<file path="src/rtl/ifetch_stage_pkg.sv">
// ifetch_stage_pkg
// Shared definitions for the instruction-fetch stage: FSM state encoding,
// instruction width in bytes, the NOP encoding used as the IF/ID reset
// value, and the redirect-target legality check.
package ifetch_stage_pkg;

  typedef enum logic [1:0] {
    ST_RUN   = 2'b00,
    ST_HALT  = 2'b01,
    ST_FAULT = 2'b10
  } if_state_t;

  localparam logic [31:0] INSTR_BYTES = 32'd4;
  localparam logic [31:0] NOP_INSTR   = 32'd0;

  // A redirect target is legal when it is word-aligned and not past the last word.
  function automatic logic pc_legal(input logic [31:0] pc, input logic [31:0] last_pc);
    return (pc[1:0] == 2'b00) && (pc <= last_pc);
  endfunction

endpackage

</file>
<file path="src/rtl/ifetch_stage_if_id_reg.sv">
// ifetch_stage_if_id_reg
// IF/ID pipeline register. clr drops the valid bit while the data fields
// hold; load captures a new instruction and marks it valid; with neither
// asserted everything holds (stall).
// Ports:
//   clk, rst_n      clock, asynchronous active-low reset
//   load, clr       capture enable / invalidate (clr has priority)
//   instr, pc, pc4  word and addresses to capture
//   id_instr, id_pc, id_pc4, id_valid  registered outputs
module ifetch_stage_if_id_reg
  import ifetch_stage_pkg::*;
(
  input  logic        clk,
  input  logic        rst_n,
  input  logic        load,
  input  logic        clr,
  input  logic [31:0] instr,
  input  logic [31:0] pc,
  input  logic [31:0] pc4,
  output logic [31:0] id_instr,
  output logic [31:0] id_pc,
  output logic [31:0] id_pc4,
  output logic        id_valid
);

  logic [31:0] instr_r;
  logic [31:0] pc_r;
  logic [31:0] pc4_r;
  logic        valid_r;

  // IF/ID register update: clear-valid, load, or hold.
  always_ff @(posedge clk or negedge rst_n) begin
    if (!rst_n) begin
      instr_r <= NOP_INSTR;
      pc_r    <= 32'd0;
      pc4_r   <= 32'd0;
      valid_r <= 1'b0;
    end else if (clr) begin
      valid_r <= 1'b0;
    end else if (load) begin
      instr_r <= instr;
      pc_r    <= pc;
      pc4_r   <= pc4;
      valid_r <= 1'b1;
    end else begin
      valid_r <= valid_r;
    end
  end

  assign id_instr = instr_r;
  assign id_pc    = pc_r;
  assign id_pc4   = pc4_r;
  assign id_valid = valid_r;

endmodule

</file>
<file path="src/rtl/ifetch_stage.sv">
// ifetch_stage
// Instruction-fetch stage: owns the PC and the RUN/HALT/FAULT FSM, drives
// the combinational instruction-memory read port and feeds the IF/ID register.
// Ports:
//   clk, rst_n           clock, asynchronous active-low reset
//   RAdrs, ITM           memory byte address (= PC) / returned word
//   stall, flush         decode-stage hold / invalidate
//   redirect, redirect_pc execute-stage branch/jump target
//   id_instr, id_pc, id_pc4, id_valid  IF/ID register outputs
//   halted, fault        FSM status (fault is sticky until reset)
module ifetch_stage
  import ifetch_stage_pkg::*;
#(
  parameter logic [31:0] RESET_PC   = 32'd0,
  parameter int unsigned IMEM_BYTES = 400
) (
  input  logic        clk,
  input  logic        rst_n,
  output logic [31:0] RAdrs,
  input  logic [31:0] ITM,
  input  logic        stall,
  input  logic        flush,
  input  logic        redirect,
  input  logic [31:0] redirect_pc,
  output logic [31:0] id_instr,
  output logic [31:0] id_pc,
  output logic [31:0] id_pc4,
  output logic        id_valid,
  output logic        halted,
  output logic        fault
);

  localparam logic [31:0] LAST_PC = 32'(IMEM_BYTES) - INSTR_BYTES;

  if_state_t   state_r, state_s;
  logic [31:0] pc_r, pc_s;
  logic [31:0] pc_plus4_s;
  logic        load_s;
  logic        clr_s;

  assign pc_plus4_s = pc_r + INSTR_BYTES;

  // State and PC registers.
  always_ff @(posedge clk or negedge rst_n) begin
    if (!rst_n) begin
      state_r <= ST_RUN;
      pc_r    <= RESET_PC;
    end else begin
      state_r <= state_s;
      pc_r    <= pc_s;
    end
  end

  // Next-state / next-PC and IF/ID control; priority redirect > flush > stall > fetch.
  always_comb begin
    state_s = state_r;
    pc_s    = pc_r;
    load_s  = 1'b0;
    clr_s   = 1'b0;
    case (state_r)
      ST_RUN, ST_HALT: begin
        if (redirect) begin
          clr_s = 1'b1;
          if (pc_legal(redirect_pc, LAST_PC)) begin
            pc_s    = redirect_pc;
            state_s = ST_RUN;
          end else begin
            state_s = ST_FAULT;
          end
        end else if (flush) begin
          clr_s = 1'b1;
        end else if (stall) begin
          clr_s = 1'b0;
        end else if (state_r == ST_RUN) begin
          load_s = 1'b1;
          if (pc_r == LAST_PC) begin
            state_s = ST_HALT;
          end else begin
            pc_s = pc_plus4_s;
          end
        end else begin
          // Halted with nothing to do: emit bubbles.
          clr_s = 1'b1;
        end
      end
      ST_FAULT: begin
        clr_s = 1'b1;
      end
      default: begin
        // Unreachable encoding: fail safe.
        state_s = ST_FAULT;
        clr_s   = 1'b1;
      end
    endcase
  end

  ifetch_stage_if_id_reg u_if_id (
    .clk      (clk),
    .rst_n    (rst_n),
    .load     (load_s),
    .clr      (clr_s),
    .instr    (ITM),
    .pc       (pc_r),
    .pc4      (pc_plus4_s),
    .id_instr (id_instr),
    .id_pc    (id_pc),
    .id_pc4   (id_pc4),
    .id_valid (id_valid)
  );

  assign RAdrs  = pc_r;
  assign halted = (state_r == ST_HALT);
  assign fault  = (state_r == ST_FAULT);

endmodule

</file>
<file path="config.mk">
export PLATFORM = sky130hd
export DESIGN_NAME = ifetch_stage
export DESIGN_NICKNAME = d
export VERILOG_FILES = /design/src/rtl/ifetch_stage_pkg.sv /design/src/rtl/ifetch_stage_if_id_reg.sv /design/src/rtl/ifetch_stage.sv
export SDC_FILE = /design/constraint.sdc
export NUM_CORES = 1
export LEC_CHECK = 0
export CORE_MARGIN = 2
export CORE_UTILIZATION = 30
export DETAILED_ROUTE_END_ITERATION = 12
export MAX_ROUTING_LAYER = met4
export PLACE_DENSITY = 0.62
export SYNTH_ARGS = -nofsm -noshare
export SYNTH_HDL_FRONTEND = slang
export SYNTH_SLANG_ARGS = --single-unit
</file>
<file path="constraint.sdc">
create_clock -name clk -period 3.7 [get_ports clk]
set_input_delay 1.11 -clock clk [delete_from_list [all_inputs] [get_ports clk]]
set_output_delay 1.11 -clock clk [all_outputs]
set_load 0.01 [all_outputs]
</file>
==> results.json, run 1 <==
{
  "clk_pin_slew_worst_paths_ns": 0.06,
  "max_slew_margin_pct": 41.9,
  "viasPerCell": 4.66,
  "ys_seq_elements": 129,
  "min_path_cells": 2,
  "io_buffers": 199,
  "synth_cell_types": 51,
  "worstSetupStartpointType": "flip-flop",
  "crit_family": "simple AND/OR/NAND/NOR gates",
  "fin_crit_sh_pct": 86.8,
  "ant_nets": 0,
  "p_sw_uw": 819,
  "cts_tree": "done",
  "start_util_pct": 30.3,
  "core-area_um2": 19300,
  "cts_made_buffers": 17,
  "tightest_slew_ns": 0.872,
  "rows": 51,
  "wl_per_cell_um": 16.2,
  "internal-power_mw": 2.81,
  "clk_latency_ns": 0.42,
  "critical_path.slowest_cell": "and2_1",
  "cts_buffer_depth": 2,
  "hold_buffers": 0,
  "critPathRequiredTime_ns": 4.01,
  "diodes": 0,
  "finalSetupViolations": 0,
  "fin_area_um2": 8770,
  "gp_congestion": 0.801,
  "die_w_um": 144,
  "switching_share_pct": 22.6,
  "grt_setup_unrepaired": "false",
  "worst-setup-path-type": "flip-flop to flip-flop",
  "clockPowerShare_pct": 49.3,
  "layout_setup_ws_ns": 0.488,
  "grt_pass1_wl_um": 29100,
  "yosysWarnings": 0,
  "outcome": "completed",
  "overflow": 0,
  "area_growth_pct": 49.7,
  "combinationalPowerShare_pct": 9.2,
  "cts_resized": 0,
  "synthCells": 662,
  "hold_ws_ns": 0.467,
  "regArea_um2": 3230,
  "synth_area_um2": 5860,
  "grt_antenna_before_repair": 0,
  "drc": 0,
  "num_vias": 5263,
  "ys.flop_type": "dfrtp_1",
  "hold_viol": 0,
  "most-common-layout-cells": "247 x nand2_1, 198 x clkdlybuf4s50_1, 129 x dfrtp_1",
  "layout-drive-gt1-share_pct": 7.28,
  "avgSynthCellArea_um2": 8.85,
  "tns_ns": 0,
  "final_common_cell": "nand2_1",
  "skew_ns": 0.0116,
  "critPathMaxFanout": 20,
  "cts_root_buf": "clkbuf_16",
  "pin_count": 200,
  "multi_input_area_um2": 2410,
  "grt_pass1_vias": 5133,
  "die_y_um": 144,
  "power_frac_seq_pct": 41.5,
  "syn-num-nets": 732,
  "crit_cells": 8,
  "htree_levels": 4,
  "drt_wl_total_um": 18300,
  "worstPathCellList": "ha_1 -> nor4b_1 -> nand4_1 -> o21ai_2 -> and2_1 -> buf_4 -> a21oi_1 -> a2bb2oi_1",
  "cp-end-kind": "flip-flop",
  "ir_drop_v": 0.000361,
  "num-fill-cells": 1857,
  "track_usage_pct": 18.9,
  "drtIter0Drc": 285,
  "synth_edf_count": 0,
  "async_flop_share_pct": 100,
  "crit_buf_inv": 1,
  "slew_violations": 0,
  "fp.dieArea_um2": 20700,
  "reg2reg_depth": 8,
  "dpl-instance-area_um2": 8150,
  "leakage_nw": 4.03,
  "timing.final.crit_period_ns": 3.21,
  "ys_seq_area_share_pct": 55.1,
  "grt_max_degree": 77,
  "cp.arrival_ns": 3.52,
  "nets": 922,
  "dr.pass1.iters": 5,
  "hpwlAfterDp_um": 12900,
  "cts.sinks": 129,
  "slowest_delay_ns": 0.66,
  "place_ws_ns": 0.0962,
  "post_cts_buffers": 0,
  "power.density_nw_per_um2": 414,
  "hold_path.class": "flip-flop to flip-flop",
  "fmax_ghz": 0.311,
  "cap_violations": 0,
  "total_power_mw": 3.63
}
[worst min-delay path, cell delays in order (launching register included)]
cell,delay (ns)
dfrtp_1,0.33
nand2_1,0.05
nand2_1,0.05
[state kept, by name (all words and copies together) (netlist names)]
signal            flops
u_if_id.id_pc        30
RAdrs                32
u_if_id.id_valid      1
u_if_id.id_instr     32
u_if_id.id_pc4       32
state_r               2
[worst paths after layout]
check / from / end / slack (ns)
max: RAdrs[3]$_DFFE_PN0P_ / RAdrs[2]$_DFFE_PN0P_ / 0.49
min: u_if_id.id_instr[6]$_DFFE_PN0P_ / u_if_id.id_instr[6]$_DFFE_PN0P_ / 0.47
min reg2reg: u_if_id.id_instr[6]$_DFFE_PN0P_ / u_if_id.id_instr[6]$_DFFE_PN0P_ / 0.47
max in group asynchronous: rst_n / u_if_id.id_pc[24]$_DFFE_PN0P_ / 2.35
max reg2reg: RAdrs[3]$_DFFE_PN0P_ / RAdrs[2]$_DFFE_PN0P_ / 0.49
min in group asynchronous: rst_n / u_if_id.id_pc[7]$_DFFE_PN0P_ / 0.63
[power by group through the flow]
stage	clock [mW]	combinational (mW)	sequential, mW
global route	1.88	0.367	1.51
global placement	0	0.336	1.53
floorplan	0	0.0745	1.55
CTS	1.82	0.341	1.51
detailed placement	0	0.339	1.53
finish	1.79	0.334	1.51
[per-stage QoR]
stage                     instances  utilization [%]
after floorplan                 662                -
after global placement         1098             42.2
after detailed placement       1098             42.2
after CTS                      1130             45.4
after global routing           1130             45.4
final                          1130             45.4
[synthesized netlist by cell type, drive strengths merged (2+ instances only)]
| cell type | number | area (um^2) |
|---|---|---|
| inv | 4 | 15.0 |
| nand3 | 10 | 50.1 |
| nand2 | 248 | 933 |
| a31oi | 5 | 31.3 |
| o31ai | 6 | 45.0 |
| or2 | 3 | 18.8 |
| and3 | 9 | 56.3 |
| clkbuf | 37 | 141 |
| o211ai | 2 | 15.0 |
| or4 | 2 | 18.8 |
| a21o | 7 | 52.6 |
| nand4 | 10 | 68.8 |
| nor2 | 21 | 81.3 |
| nor4 | 14 | 93.8 |
| xor2 | 12 | 105 |
| dfrtp | 129 | 3230 |
| buf | 12 | 70.1 |
| nor2b | 4 | 25.0 |
| or3 | 5 | 31.3 |
| and2 | 4 | 25.0 |
| a21oi | 21 | 105 |
| xnor2 | 15 | 131 |
| nand2b | 2 | 12.5 |
| nor3 | 9 | 56.3 |
| mux2i | 7 | 70.1 |
| a32oi | 2 | 17.5 |
| o21ai | 48 | 244 |
[metal layers]
layer | track usage (%) | vias to the layer above | part of all wire [%]
li1 | - | 2574 | -
met1 | 25.5 | 2537 | 45
met2 | 28.4 | 132 | 48
met3 | 3.93 | 20 | 5.0
met4 | 5.93 | 0 | 1.3
met5 | - | - | 0
[cell families (layout without fill, tap and decap cells)]
family                     after synthesis  count (layout)  share of synthesized area (%)
and+or+nand+nor                        346             346                           25.8
DFF                                    129             129                           55.1
AOI/OAI and AO/OA                       98              98                           9.71
buffers and inverters                   54             257                           3.93
xor gates and xnor gates                27              27                           4.04
muxes                                    7               7                           1.20
adders and majority gates                1               1                          0.213
[final cells by class]
type / instances / area share [%]
tap: 265 / 3.78
clock buffer: 21 / 5.25
clock inverter: 11 / 1.83
inverter: 5 / 0.214
multi-input combinational: 479 / 27.5
sequential: 129 / 36.8
timing repair buffer: 220 / 24.7
No activity file was read; power rests on OpenSTA's default activity.
==> inputs of run 2 (changes only) <==
==> constraint.sdc (replaced) <==
create_clock -name clk -period 3.3 [get_ports clk]
set_input_delay 0.99 -clock clk [delete_from_list [all_inputs] [get_ports clk]]
set_output_delay 0.99 -clock clk [all_outputs]
set_load 0.01 [all_outputs]
==> results.json, run 2 (synthesized netlist as in run 1, its figures left out) <==
{
  "dr.pass1.iters": 4,
  "drt_wl_total_um": 18200,
  "layout-drive-gt1-share_pct": 7.90,
  "cts_buffer_depth": 2,
  "max_slew_margin_pct": 56.1,
  "rows": 51,
  "ant_nets": 0,
  "leakage_nw": 4.05,
  "wl_met1_um": 8280,
  "pin_count": 200,
  "cp.arrival_ns": 3.19,
  "critPathRequiredTime_ns": 3.59,
  "area_growth_pct": 49.9,
  "viasPerCell": 4.67,
  "internal-power_mw": 2.96,
  "drc": 0,
  "cts.sinks": 129,
  "hold_buffers": 0,
  "total_power_mw": 3.85,
  "cts_made_buffers": 17,
  "grt_pass1_wl_um": 28300,
  "fp.dieArea_um2": 20700,
  "switching_share_pct": 23.1,
  "diodes": 0,
  "clk_pin_slew_worst_paths_ns": 0.05,
  "worst-setup-path-type": "input port to flip-flop",
  "slew_violations": 0,
  "start_util_pct": 30.3,
  "cts_resized": 0,
  "skew_ns": 0.00833,
  "htree_levels": 4,
  "post_cts_buffers": 0,
  "hold_path.class": "flip-flop to flip-flop",
  "worstPathCellList": "clkdlybuf4s50_1 -> or4_1 -> nor4_1 -> nand3_1 -> and2_1 -> buf_4 -> o21ai_0 -> o31ai_1",
  "layout_setup_ws_ns": 0.396,
  "grt_max_degree": 77,
  "die_w_um": 144,
  "dr_wl_met3_um": 997,
  "dr_wl_met2_um": 8600,
  "nets": 931,
  "grt_antenna_before_repair": 0,
  "overflow": 0,
  "fin_crit_sh_pct": 88.0,
  "tightest_slew_ns": 0.658,
  "worstSetupStartpointType": "input port",
  "slowest_delay_ns": 0.53,
  "cp-end-kind": "flip-flop",
  "combinationalPowerShare_pct": 9.7,
  "die_y_um": 144,
  "p_sw_uw": 892,
  "crit_family": "simple AND/OR/NAND/NOR gates",
  "cap_violations": 0,
  "track_usage_pct": 18.3,
  "fin_area_um2": 8780,
  "gp_congestion": 0.799,
  "wl_per_cell_um": 16.0,
  "outcome": "completed",
  "drtIter0Drc": 308,
  "power.density_nw_per_um2": 439,
  "fin_util_pct": 45.4,
  "fmax_ghz": 0.344,
  "crit_buf_inv": 2,
  "ir_drop_v": 0.000399,
  "highest_layer": "met4",
  "clk_latency_ns": 0.42,
  "io_buffers": 199,
  "hold_ws_ns": 0.469,
  "cts_tree": "done",
  "hpwlAfterDp_um": 12800,
  "cts_root_buf": "clkbuf_16",
  "core-area_um2": 19300,
  "critical_path.slowest_cell": "or4_1",
  "num-fill-cells": 1889,
  "final_common_cell": "nand2_1",
  "clockPowerShare_pct": 46.4,
  "critPathMaxFanout": 11,
  "hold_viol": 0,
  "grt_pass1_vias": 5136,
  "power_frac_seq_pct": 43.9,
  "dpl-instance-area_um2": 8230,
  "most-common-layout-cells": "247 x nand2_1, 198 x clkdlybuf4s50_1, 129 x dfrtp_1",
  "timing.final.crit_period_ns": 2.90,
  "place_ws_ns": -0.0249,
  "num_vias": 5313,
  "finalSetupViolations": 0,
  "grt_setup_unrepaired": "false"
}
[run 2: cell types whose count changed in the layout (fill, tap and decap cells not counted)]
cell and delta:
buf_12 +1, buf_4 +8, bufinv_16 -3, clkbuf_1 +2
clkinvlp_4 -2, clkbuf_8 +2
[run 2: final cells by class]
class	instances	area [um^2]	area share, %
Inverter	5	18.8	0.214
Multi-Input combinational cell	479	2410	27.5
Clock inverter	6	55.1	0.627
Tap cell	265	332	3.77
Clock buffer	25	495	5.64
Timing Repair Buffer	229	2240	25.5
Sequential cell	129	3230	36.7
[run 2: final timing paths]
path,startpoint,end,slack [ns],cells after the start
setup reg to reg,RAdrs[3]$_DFFE_PN0P_,RAdrs[2]$_DFFE_PN0P_,0.56,8
min in group asynchronous,rst_n,u_if_id.id_pc[7]$_DFFE_PN0P_,0.58,1
hold reg to reg,u_if_id.id_instr[26]$_DFFE_PN0P_,u_if_id.id_instr[26]$_DFFE_PN0P_,0.47,2
setup / recovery,redirect_pc[24],RAdrs[25]$_DFFE_PN0P_,0.40,8
hold / removal,u_if_id.id_instr[26]$_DFFE_PN0P_,u_if_id.id_instr[26]$_DFFE_PN0P_,0.47,2
max in group asynchronous,rst_n,RAdrs[29]$_DFFE_PN0P_,2.01,2
[run 2: per-layer routing]
metal | global-route usage (%) | up-vias
li1 | - | 2593
met1 | 23.9 | 2553
met2 | 27.7 | 138
met3 | 5.10 | 29
met4 | 5.62 | 0
met5 | - | -
[run 2: through the flow]
step                      setup TNS [ns]  std cells
after floorplan                        0        662
after global placement                 0       1107
after detailed placement         -0.0522       1107
after CTS                              0       1138
after global routing                   0       1138
final                                  0       1138
[run 2: power by group through the flow]
stage	Clock, mW	Combinational, mW	Sequential, mW
6_report	1.79	0.373	1.69
5_1_grt	1.90	0.409	1.70
4_1_cts	1.83	0.380	1.69
3_5_place_dp	0	0.378	1.72
3_3_place_gp	0	0.375	1.72
2_1_floorplan	0	0.0836	1.73
[run 2: tightest hold or removal path, cell delays in order (launching register included)]
cell     delay (ns)
dfrtp_1        0.33
nand2_1        0.05
nand2_1        0.05
==> inputs of run 3 (changes only) <==
--- a/config.mk
+++ b/config.mk
@@ -6,10 +6,10 @@
 export NUM_CORES = 1
 export LEC_CHECK = 0
 export CORE_MARGIN = 2
-export CORE_UTILIZATION = 30
+export CORE_UTILIZATION = 46
 export DETAILED_ROUTE_END_ITERATION = 12
 export MAX_ROUTING_LAYER = met4
-export PLACE_DENSITY = 0.62
+export PLACE_DENSITY = 0.86
 export SYNTH_ARGS = -nofsm -noshare
 export SYNTH_HDL_FRONTEND = slang
 export SYNTH_SLANG_ARGS = --single-unit
==> results.json, run 3 (synthesized netlist as in run 1, its figures left out) <==
{
  "grt_setup_unrepaired": "false",
  "worstSetupStartpointType": "flip-flop",
  "critPathMaxFanout": 14,
  "regArea_um2": 3230,
  "core-area_um2": 12500,
  "place_ws_ns": 0.0804,
  "outcome": "completed",
  "tightest_slew_ns": 1.04,
  "wl_per_cell_um": 16.4,
  "fin_area_um2": 8600,
  "grt_pass1_vias": 5418,
  "critPathRequiredTime_ns": 3.61,
  "hpwlAfterDp_um": 11600,
  "slew_violations": 0,
  "clk_latency_ns": 0.43,
  "die_y_um": 117,
  "busiest_layer": "met2",
  "diodes": 0,
  "dr.pass1.iters": 5,
  "drc": 0,
  "met3_usage_pct": 7.11,
  "worst-setup-path-type": "flip-flop to flip-flop",
  "met2_usage_pct": 42.4,
  "cts_tree": "done",
  "area_growth_pct": 46.8,
  "pin_count": 200,
  "hold_path.class": "flip-flop to flip-flop",
  "fin_crit_sh_pct": 88.5,
  "nets": 916,
  "drtIter0Drc": 485,
  "cts_root_buf": "clkbuf_16",
  "io_buffers": 199,
  "max_slew_margin_pct": 30.1,
  "gp_congestion": 0.853,
  "most-common-layout-cells": "247 x nand2_1, 198 x clkdlybuf4s50_1, 129 x dfrtp_1",
  "hold_ws_ns": 0.467,
  "timing.final.crit_period_ns": 2.92,
  "cts_made_buffers": 17,
  "leakage_nw": 3.99,
  "cts_resized": 0,
  "grt_max_degree": 77,
  "power.density_nw_per_um2": 455,
  "overflow": 0,
  "num-fill-cells": 986,
  "placed_cells_incl_taps": 999,
  "grt_antenna_before_repair": 0,
  "rows": 41,
  "track_usage_pct": 26.7,
  "skew_ns": 0.00689,
  "total_power_mw": 3.92,
  "cp-end-kind": "flip-flop",
  "dpl-instance-area_um2": 8020,
  "die_w_um": 117,
  "finalSetupViolations": 0,
  "cts.sinks": 129,
  "clk_pin_slew_worst_paths_ns": 0.06,
  "ir_drop_v": 0.000513,
  "start_util_pct": 46.8,
  "fp.dieArea_um2": 13700,
  "drt_wl_total_um": 16900,
  "fmax_ghz": 0.342,
  "hold_viol": 0,
  "viasPerCell": 5.32,
  "worst_r2r_startpoint": "RAdrs[3]$_DFFE_PN0P_",
  "stdcell_count": 1030,
  "cts_buffer_depth": 2,
  "layout_setup_ws_ns": 0.379,
  "htree_levels": 4,
  "hold_buffers": 0,
  "multi_input_area_um2": 2410,
  "post_cts_buffers": 0,
  "tns_ns": 0,
  "cap_violations": 0,
  "layout-drive-gt1-share_pct": 6.29,
  "num_vias": 5477,
  "hp-start": "u_if_id.id_pc[31]$_DFFE_PN0P_",
  "cp.arrival_ns": 3.23,
  "final_common_cell": "nand2_1",
  "ant_nets": 0,
  "fin_util_pct": 68.7,
  "use_met1_pct": 33.3,
  "grt_pass1_wl_um": 27200,
  "crit_start": "RAdrs[3]$_DFFE_PN0P_"
}
run 3: changes by cell type in the layout (fill, tap and decap cells not counted), sizes merged:
cell / before / now
clkbuf: 25 / 26
clkinv: 6 / 4
bufinv: 1 / 2
buf: 31 / 16
run 3: layout make-up:
cell class / instances / area share (%)
clock buffers: 26 / 5.92
clock inverters: 5 / 0.873
inverters: 5 / 0.218
multi-input cells: 479 / 28.0
flip-flops and latches: 129 / 37.5
well taps: 172 / 2.50
repair buffers: 214 / 24.9
run 3: layer usage:
layer  part of all wire, %  vias to the layer above
met2                    50                      219
met1                    40                     2656
li1                      -                     2561
met5                     0                        -
met3                   7.4                       41
met4                   2.4                        0
run 3: path summary, 6_finish.rpt:
kind,end,slack (ns),depth (start not counted)
worst max-delay path,RAdrs[2]$_DFFE_PN0P_,0.38,8
worst min-delay path,u_if_id.id_pc[31]$_DFFE_PN0P_,0.47,2
worst max register to register,RAdrs[2]$_DFFE_PN0P_,0.38,8
worst min register to register,u_if_id.id_pc[31]$_DFFE_PN0P_,0.47,2
max in group asynchronous,u_if_id.id_instr[10]$_DFFE_PN0P_,1.98,2
min in group asynchronous,u_if_id.id_pc[7]$_DFFE_PN0P_,0.58,1
run 3: worst max-delay path: stages, from the launching register on:
cell and delay, ns:
dfrtp_1 0.47, ha_1 0.36, nor4b_1 0.47, nand4_1 0.29, o21ai_2 0.42, and2_1 0.34
buf_4 0.25, a21oi_1 0.07, a2bb2oi_1 0.15
run 3: power by group:
group | internal, mW | switching [mW]
Sequential | 1.64 | 0.0538
Clock | 1.20 | 0.655
Combinational | 0.211 | 0.152
Total | 3.06 | 0.861
